File: config.mk
export PLATFORM = sky130hd
export DESIGN_NAME = urv_writeback
export DESIGN_NICKNAME = d
export VERILOG_FILES = /design/src/rtl/urv_writeback.sv
export SDC_FILE = /design/constraint.sdc
export NUM_CORES = 1
export LEC_CHECK = 0
export ABC_AREA = 1
export ABC_CLOCK_PERIOD_IN_PS = 1630
export CORE_UTILIZATION = 44
export CTS_BUF_LIST = sky130_fd_sc_hd__clkbuf_4
export DETAILED_ROUTE_END_ITERATION = 7
export GPL_TIMING_DRIVEN = 0
export PLACE_DENSITY = 0.86
export SYNTH_ARGS = -nofsm -noshare
export SYNTH_HDL_FRONTEND = slang
export SYNTH_SLANG_ARGS = --single-unit
File: constraint.sdc
create_clock -name clk_i -period 1.63 [get_ports clk_i]
set_input_delay 0.326 -clock clk_i [delete_from_list [all_inputs] [get_ports clk_i]]
set_output_delay 0.326 -clock clk_i [all_outputs]
set_load 0.005 [all_outputs]
File: src/rtl/urv_writeback.sv
`default_nettype none
// ============================================================================
// Module      : urv_writeback
// Description : uRV writeback stage. Captures execute results, waits for
//               data-memory load completion, extracts and extends the load
//               data, and drives the register-file write port and bypass.
//               Optional load watchdog enabled by URV_WB_LOAD_TIMEOUT_EN.
// Revision    : 1.0 - initial release
// ============================================================================
module urv_writeback #(
    parameter int TIMEOUT_CYCLES = 255
) (
    input  logic        clk_i,
    input  logic        rst_i,

    input  logic        x_valid_i,
    input  logic [4:0]  x_rd_i,
    input  logic [31:0] x_rd_value_i,
    input  logic        x_rd_write_i,
    input  logic        x_load_i,
    input  logic [2:0]  x_fun_i,
    input  logic [1:0]  x_dm_addr_i,

    input  logic [31:0] dm_data_l_i,
    input  logic        dm_load_done_i,

    output logic        w_stall_o,
    output logic [4:0]  w_rd_o,
    output logic [31:0] w_rd_value_o,
    output logic        w_rd_store_o,
    output logic        w_bypass_rd_write_o,
    output logic [31:0] w_bypass_rd_value_o,
    output logic        w_load_timeout_o
);

    localparam logic [2:0] c_FUN_LB  = 3'b000;
    localparam logic [2:0] c_FUN_LH  = 3'b001;
    localparam logic [2:0] c_FUN_LBU = 3'b100;
    localparam logic [2:0] c_FUN_LHU = 3'b101;

    typedef enum logic [0:0] {
        IDLE      = 1'b0,
        LOAD_WAIT = 1'b1
    } state_t;

    state_t      r_state;
    logic        r_valid;
    logic [4:0]  r_rd;
    logic [31:0] r_value;
    logic        r_write;
    logic        r_load;
    logic [2:0]  r_fun;
    logic [1:0]  r_addr;

    logic        w_in_wait;
    logic        w_load_done;
    logic        w_expire;
    logic        w_load_end;
    logic        w_capture;
    logic        w_commit;
    logic [7:0]  w_byte;
    logic [15:0] w_half;
    logic [31:0] w_load_data;
    logic [31:0] w_end_value;

    assign w_in_wait   = (r_state == LOAD_WAIT);
    // Done strobes outside LOAD_WAIT have no load to complete and are dropped.
    assign w_load_done = w_in_wait && dm_load_done_i;
    assign w_load_end  = w_load_done || w_expire;
    assign w_stall_o   = w_in_wait && !w_load_end;
    assign w_capture   = x_valid_i && !w_stall_o;

`ifdef URV_WB_LOAD_TIMEOUT_EN
    // Counter value seen in the last permitted wait cycle.
    localparam logic [7:0] c_LAST_WAIT = 8'(TIMEOUT_CYCLES - 1);

    logic [7:0] r_wait_cnt;

    // Done takes priority: expiry only fires in a wait cycle without done.
    assign w_expire = w_in_wait && !dm_load_done_i && (r_wait_cnt == c_LAST_WAIT);

    // Watchdog: clears when a load is accepted, counts wait cycles without done.
    always_ff @(posedge clk_i) begin
        if (rst_i) begin
            r_wait_cnt <= 8'd0;
        end else if (w_capture && x_load_i) begin
            r_wait_cnt <= 8'd0;
        end else if (w_in_wait && !dm_load_done_i) begin
            r_wait_cnt <= r_wait_cnt + 8'd1;
        end
    end
`else
    // Without the watchdog the limit has no effect; a load may wait forever.
    logic [7:0] w_unused_timeout;
    assign w_unused_timeout = 8'(TIMEOUT_CYCLES);
    assign w_expire         = 1'b0;
`endif

    // Load data extraction: pick byte/half by address, then extend by width code.
    always_comb begin
        w_byte = dm_data_l_i[{r_addr, 3'b000} +: 8];
        w_half = r_addr[1] ? dm_data_l_i[31:16] : dm_data_l_i[15:0];
        case (r_fun)
            c_FUN_LB:  w_load_data = {{24{w_byte[7]}}, w_byte};
            c_FUN_LH:  w_load_data = {{16{w_half[15]}}, w_half};
            c_FUN_LBU: w_load_data = {24'd0, w_byte};
            c_FUN_LHU: w_load_data = {16'd0, w_half};
            default:   w_load_data = dm_data_l_i;
        endcase
    end

    // A watchdog expiry commits zero in place of the missing load data.
    assign w_end_value = w_load_done ? w_load_data : 32'd0;

    // Non-load results commit the cycle after capture; loads on done/expiry.
    assign w_commit     = (r_valid && !r_load) || w_load_end;
    assign w_rd_store_o = w_commit && r_write && (r_rd != 5'd0);
    assign w_rd_o       = r_rd;
    assign w_rd_value_o = w_load_end ? w_end_value : r_value;

    assign w_bypass_rd_write_o = w_rd_store_o;
    assign w_bypass_rd_value_o = w_rd_value_o;
    assign w_load_timeout_o    = w_expire;

    // W register and load state: retire the current entry, then capture a new one.
    always_ff @(posedge clk_i) begin
        if (rst_i) begin
            r_state <= IDLE;
            r_valid <= 1'b0;
            r_rd    <= 5'd0;
            r_value <= 32'd0;
            r_write <= 1'b0;
            r_load  <= 1'b0;
            r_fun   <= 3'd0;
            r_addr  <= 2'd0;
        end else begin
            if (w_load_end) begin
                // Keep the extracted value visible until the next capture.
                r_state <= IDLE;
                r_valid <= 1'b0;
                r_value <= w_end_value;
            end else if (r_valid && !r_load) begin
                r_valid <= 1'b0;
            end

            if (w_capture) begin
                r_valid <= 1'b1;
                r_rd    <= x_rd_i;
                r_value <= x_rd_value_i;
                r_write <= x_rd_write_i;
                r_load  <= x_load_i;
                r_fun   <= x_fun_i;
                r_addr  <= x_dm_addr_i;
                r_state <= x_load_i ? LOAD_WAIT : IDLE;
            end
        end
    end

endmodule
`default_nettype wire

# Yosys cells after proc, flatten, opt, wreduce, memory -nomap -nowiden
# Index checks and enable logic that the tools add are counted.
# word_totals
register_bits	46
elab_cells	36
in_bits	80
output_inout_bits	73
# op_classes
muxes	10
n_eq_ne	3
reduce_logical	14
n_shift	1
# op_table
op	count
32-bit one-hot mux with 4 select lines	1
32-bit 2-to-1 mux	2
32-bit by 6-bit variable part select with 8-bit output	1
16-bit 2-to-1 mux	1
3-bit equality test, second input constant	2
1-bit logical AND	6
1-bit 2-to-1 mux	6
5-bit nonzero test	1
3-bit by 1-bit equality test with 1-bit output, second input constant	1
1-bit zero test	3
3-bit zero test	1
3-bit nonzero test	1
2-bit nonzero test	1
1-bit logical OR	1

# Depth between registers and ports, before layout
# depth
word_depth	6
mapped_depth	11
ltp_nobuf	10

# Least setup slack after synthesis
# OpenSTA, ideal clock, no wires.
# synth_timing
path_type	input to output
start	in dm_load_done_i
end	out w_rd_value_o[25]
required_ns	1.304
path_slack_ns	0.051
arrival_ns	1.253
path_stages	7
path_cell_list	nand2_1 -> inv_1 -> clkbuf_1 -> or2_2 -> nand2_1 -> inv_1 -> buf_4
# synth_between
elab_chain_len	2
# synth_rtl
element	line	source
start: declaration	25	input logic dm_load_done_i,
1-bit logical AND	68	assign w_load_done = w_in_wait && dm_load_done_i;
32-bit 2-to-1 mux	n/a	
end: declaration	29	output logic [31:0] w_rd_value_o,
# No other way between the ends.

# Final worst setup path
# layout_timing
start	reg r_addr[1]
end	out w_rd_value_o[13]
# layout_between
elab_chain_len	3
elab_cells_between_ends	4
# layout_rtl
element	line	source
start: declaration	53	logic [1:0] r_addr;
start signal: assignment	153	r_addr <= x_dm_addr_i;
32-bit by 6-bit variable part select with 8-bit output or 16-bit 2-to-1 mux (tied branches)	101, 102	
32-bit one-hot mux with 4 select lines (*)	103	case (r_fun)
32-bit 2-to-1 mux (*)	n/a	
# Mark *: on every way between the ends. The rest lies on a longest branch, timed or not.

==> impl_metrics.tcl <==
set metrics [dict create \
    failed_checks "setup timing" \
    rsz0062_at_grt "yes" \
    i_o_buffers 151 \
    place_congestion 0.865 \
    initial_utilization 0.465 \
    setup_violations 102 \
    worst-endpoint-required_ns 1.30 \
    layout.cells.most_common "buf_6" \
    multi_input_comb_area_mm2 0.00248 \
    dr.pass1.iters 8 \
    status "complete, but fails checks" \
    seq_area_frac_synth 0.266 \
    num-nets-final 857 \
    ioPinCount 153 \
    hold_class "input port to register" \
    drt_iter0_drc 839 \
    synth_area_leader_cell "dfxtp_1" \
    power_per_cell_area_mw_per_mm2 649 \
    yosysWarnings 0 \
    placed_cell_area_mm2 0.00510 \
    final.setup_skew_ns 0.0181 \
    share_of_final_layout_standard_cells_stronger_than_drive_strength_1 0.546 \
    postSynthCellCount 553 \
    synth_top_family_by_area "simple AND/OR/NAND/NOR gates" \
    cp-start-kind "register" \
    power_mw 4.41 \
    clk_path_buf_depth 2 \
    ant_nets 0 \
    synth-simple-area-share 0.350 \
    tightest_slew_ns 0.725 \
    global_route.usage.total 0.360 \
    final_critical_path_setup_slack_ns -0.728 \
    h-tree-depth 2 \
    syn-mean-instance-area_um2 6.27 \
    utilization 0.911 \
    clock_sink_count 46 \
    power.leakage_nw 3.39 \
    die_height_um 90.7 \
    tritoncts "built" \
    instances_no_fill 879 \
    timing.final.hold_violations 0 \
    synthesis.area_mm2 0.00346 \
    grt_overflow_total 0 \
    grt_first_pass_wirelength_um 23500 \
    detail_route.vias_per_cell 6.35 \
    die_width_um 90.7 \
    post-route-cell-area_mm2 0.00679 \
    synth_xor_area_frac 0 \
    power.ir.vdd_worst_v 0.000660 \
    drc 0 \
    cts_inserted_buffers 5 \
    layout_min_cycle_time_ns 2.36 \
    number_of_antenna_violations_at_the_first_check_in_global_routing 2 \
    critical_path.max_fanout 10 \
    number_of_nets_produced_by_synthesis 633 \
    path_clk_slew_ns 0.17 \
    mostFrequentLayoutCells "102 x buf_6, 81 x clkdlybuf4s50_1, 72 x nand2_1, 56 x nand2_2, 55 x inv_1" \
    clock_tree.root_cell "clkbuf_4" \
    dp.final_hpwl_um 8880 \
    yosys.cell_types.count 29 \
    post_synth_fa_ha_maj_area_fraction 0 \
    drv_cap 0 \
    worst_skew_pair.late_latency_ns 0.40 \
    fillerInstances 294 \
    criticalPathCategory "register to output port" \
    route.final.wire_length_um 21300 \
    areaGrowthSynthToFinish_pct 95.9 \
    grt_pass1_vias 4781 \
    placeableCoreArea_mm2 0.00745 \
    synth-compound-area-share 0.154 \
    arrival_ns 2.03 \
    netlist_top_cells_area "dfxtp_1 27%, nand2_1 15%, inv_1 8.1%" \
    row_count 31 \
    timing.slew.headroom 0.517 \
    max_clock_freq_ghz 0.424 \
    dieArea_mm2 0.00823 \
    layout.area.seq_um2 938 \
    muxShareOfSynthArea 0 \
    yosysTopAreaCellShare 0.266 \
    min_period_over_period 1.45 \
    yosys_register_bits 46 \
    pin_count_of_the_biggest_net_entering_global_routing 15 \
    critPathCaptureType "output port" \
    dp_cells 803 \
    final-max-slew-violation-count 0 \
    vias 5580 \
    wire_per_inst_um 24.2 \
]
-- Yosys cell counts --
master	number
o21ai_2	2
nand2_2	12
or2_2	17
nand2_1	139
a21oi_1	55
o21ai_0	43
conb_1	1
nor2_1	21
nor2_4	1
a211oi_1	1
buf_2	6
dfxtp_1	46
buf_6	7
nand3_2	11
nor2_2	2
inv_6	1
clkbuf_8	2
inv_1	75
inv_2	4
nand3_1	52
clkbuf_1	9
buf_1	1
a21oi_2	2
buf_4	36
nand3b_4	1
clkbuf_4	1
nor3_1	1
dlymetal6s2s_1	3
nand2_4	1
-- layout make-up --
| type | count | share of cell area |
|---|---|---|
| well taps | 99 | 0.0183 |
| multi-input cells | 362 | 0.366 |
| plain buffers | 62 | 0.101 |
| inverters | 80 | 0.0516 |
| clock inverters | 3 | 0.00590 |
| clock buffers | 5 | 0.00553 |
| flip-flops and latches | 46 | 0.138 |
| diodes | 2 | 0.000737 |
| repair buffers | 220 | 0.313 |
-- critical path, stage by stage (launching register included) --
cell and delay, ns:
dfxtp_4 0.42, inv_6 0.07, buf_6 0.15, nand2_1 0.15, nand2_2 0.16, a21oi_2 0.23, nand2_4 0.07, nand2_4 0.08
nand2_2 0.07, buf_6 0.12, buf_6 0.10
-- metal layers --
| layer | global-route usage | share of wire | up-vias | wire (um) |
|---|---|---|---|---|
| li1 | - | - | 2163 | - |
| met1 | 0.405 | 0.32 | 2518 | 6730 |
| met2 | 0.637 | 0.44 | 656 | 9440 |
| met3 | 0.0673 | 0.14 | 243 | 2950 |
| met4 | 0.192 | 0.10 | 0 | 2200 |
| met5 | 0 | 0 | - | 0 |
-- power by group --
group          internal (mW)  switching (mW)  leakage, nW
clock                  0.318           0.449       0.0450
sequential              1.22          0.0559        0.386
combinational           1.18            1.19         2.96
total                   2.71            1.70         3.39
-- kinds of logic (layout without fill, tap and decap cells) --
kind of cell           count (synthesis)  in the layout
other                                  1              3
buffers and inverters                145            370
AND/OR/NAND/NOR                      258            258
flip-flops                            46             46
AO/OA/AOI/OAI                        103            103
-- path summary, 6_finish.rpt --
check | start | endpoint | slack, ns | cells past startpoint
hold / removal | x_rd_i[0] | w_rd_o[0] | 0.52 | 3
hold reg to reg | r_write | r_write | 0.53 | 2
setup reg to reg | r_state | r_value[5] | -0.18 | 12
setup / recovery | r_addr[1] | w_rd_value_o[13] | -0.73 | 10
-- registers in the layout, indices dropped and copies added, names as in the netlist --
signal	count
r_addr	2
r_fun	3
r_load	1
r_state	1
r_valid	1
r_value	32
r_write	1
w_rd_o	5
-- stage by stage --
| stage | setup TNS [ns] | setup slack, ns | hold slack (ns) |
|---|---|---|---|
| after detailed placement | -73.65 | -1.12 | 0.452 |
| after CTS | -28.18 | -0.521 | 0.475 |
| after global placement | -68.65 | -1.04 | 0.448 |
| final | -41.11 | -0.728 | 0.520 |
| after global routing | -43.01 | -0.850 | 0.530 |
| after floorplan | 0 | 0.0514 | 0.395 |
-- repair_timing --
action | in CTS | in global routing
buffers inserted | 49 | 26
pin swaps | 66 | 60
gates cloned | 3 | 0
hold buffers | 0 | 0
gates resized for setup | 490 | 191
setup endpoints to repair | 67 | 101
(Power assumes the default switching activity.)
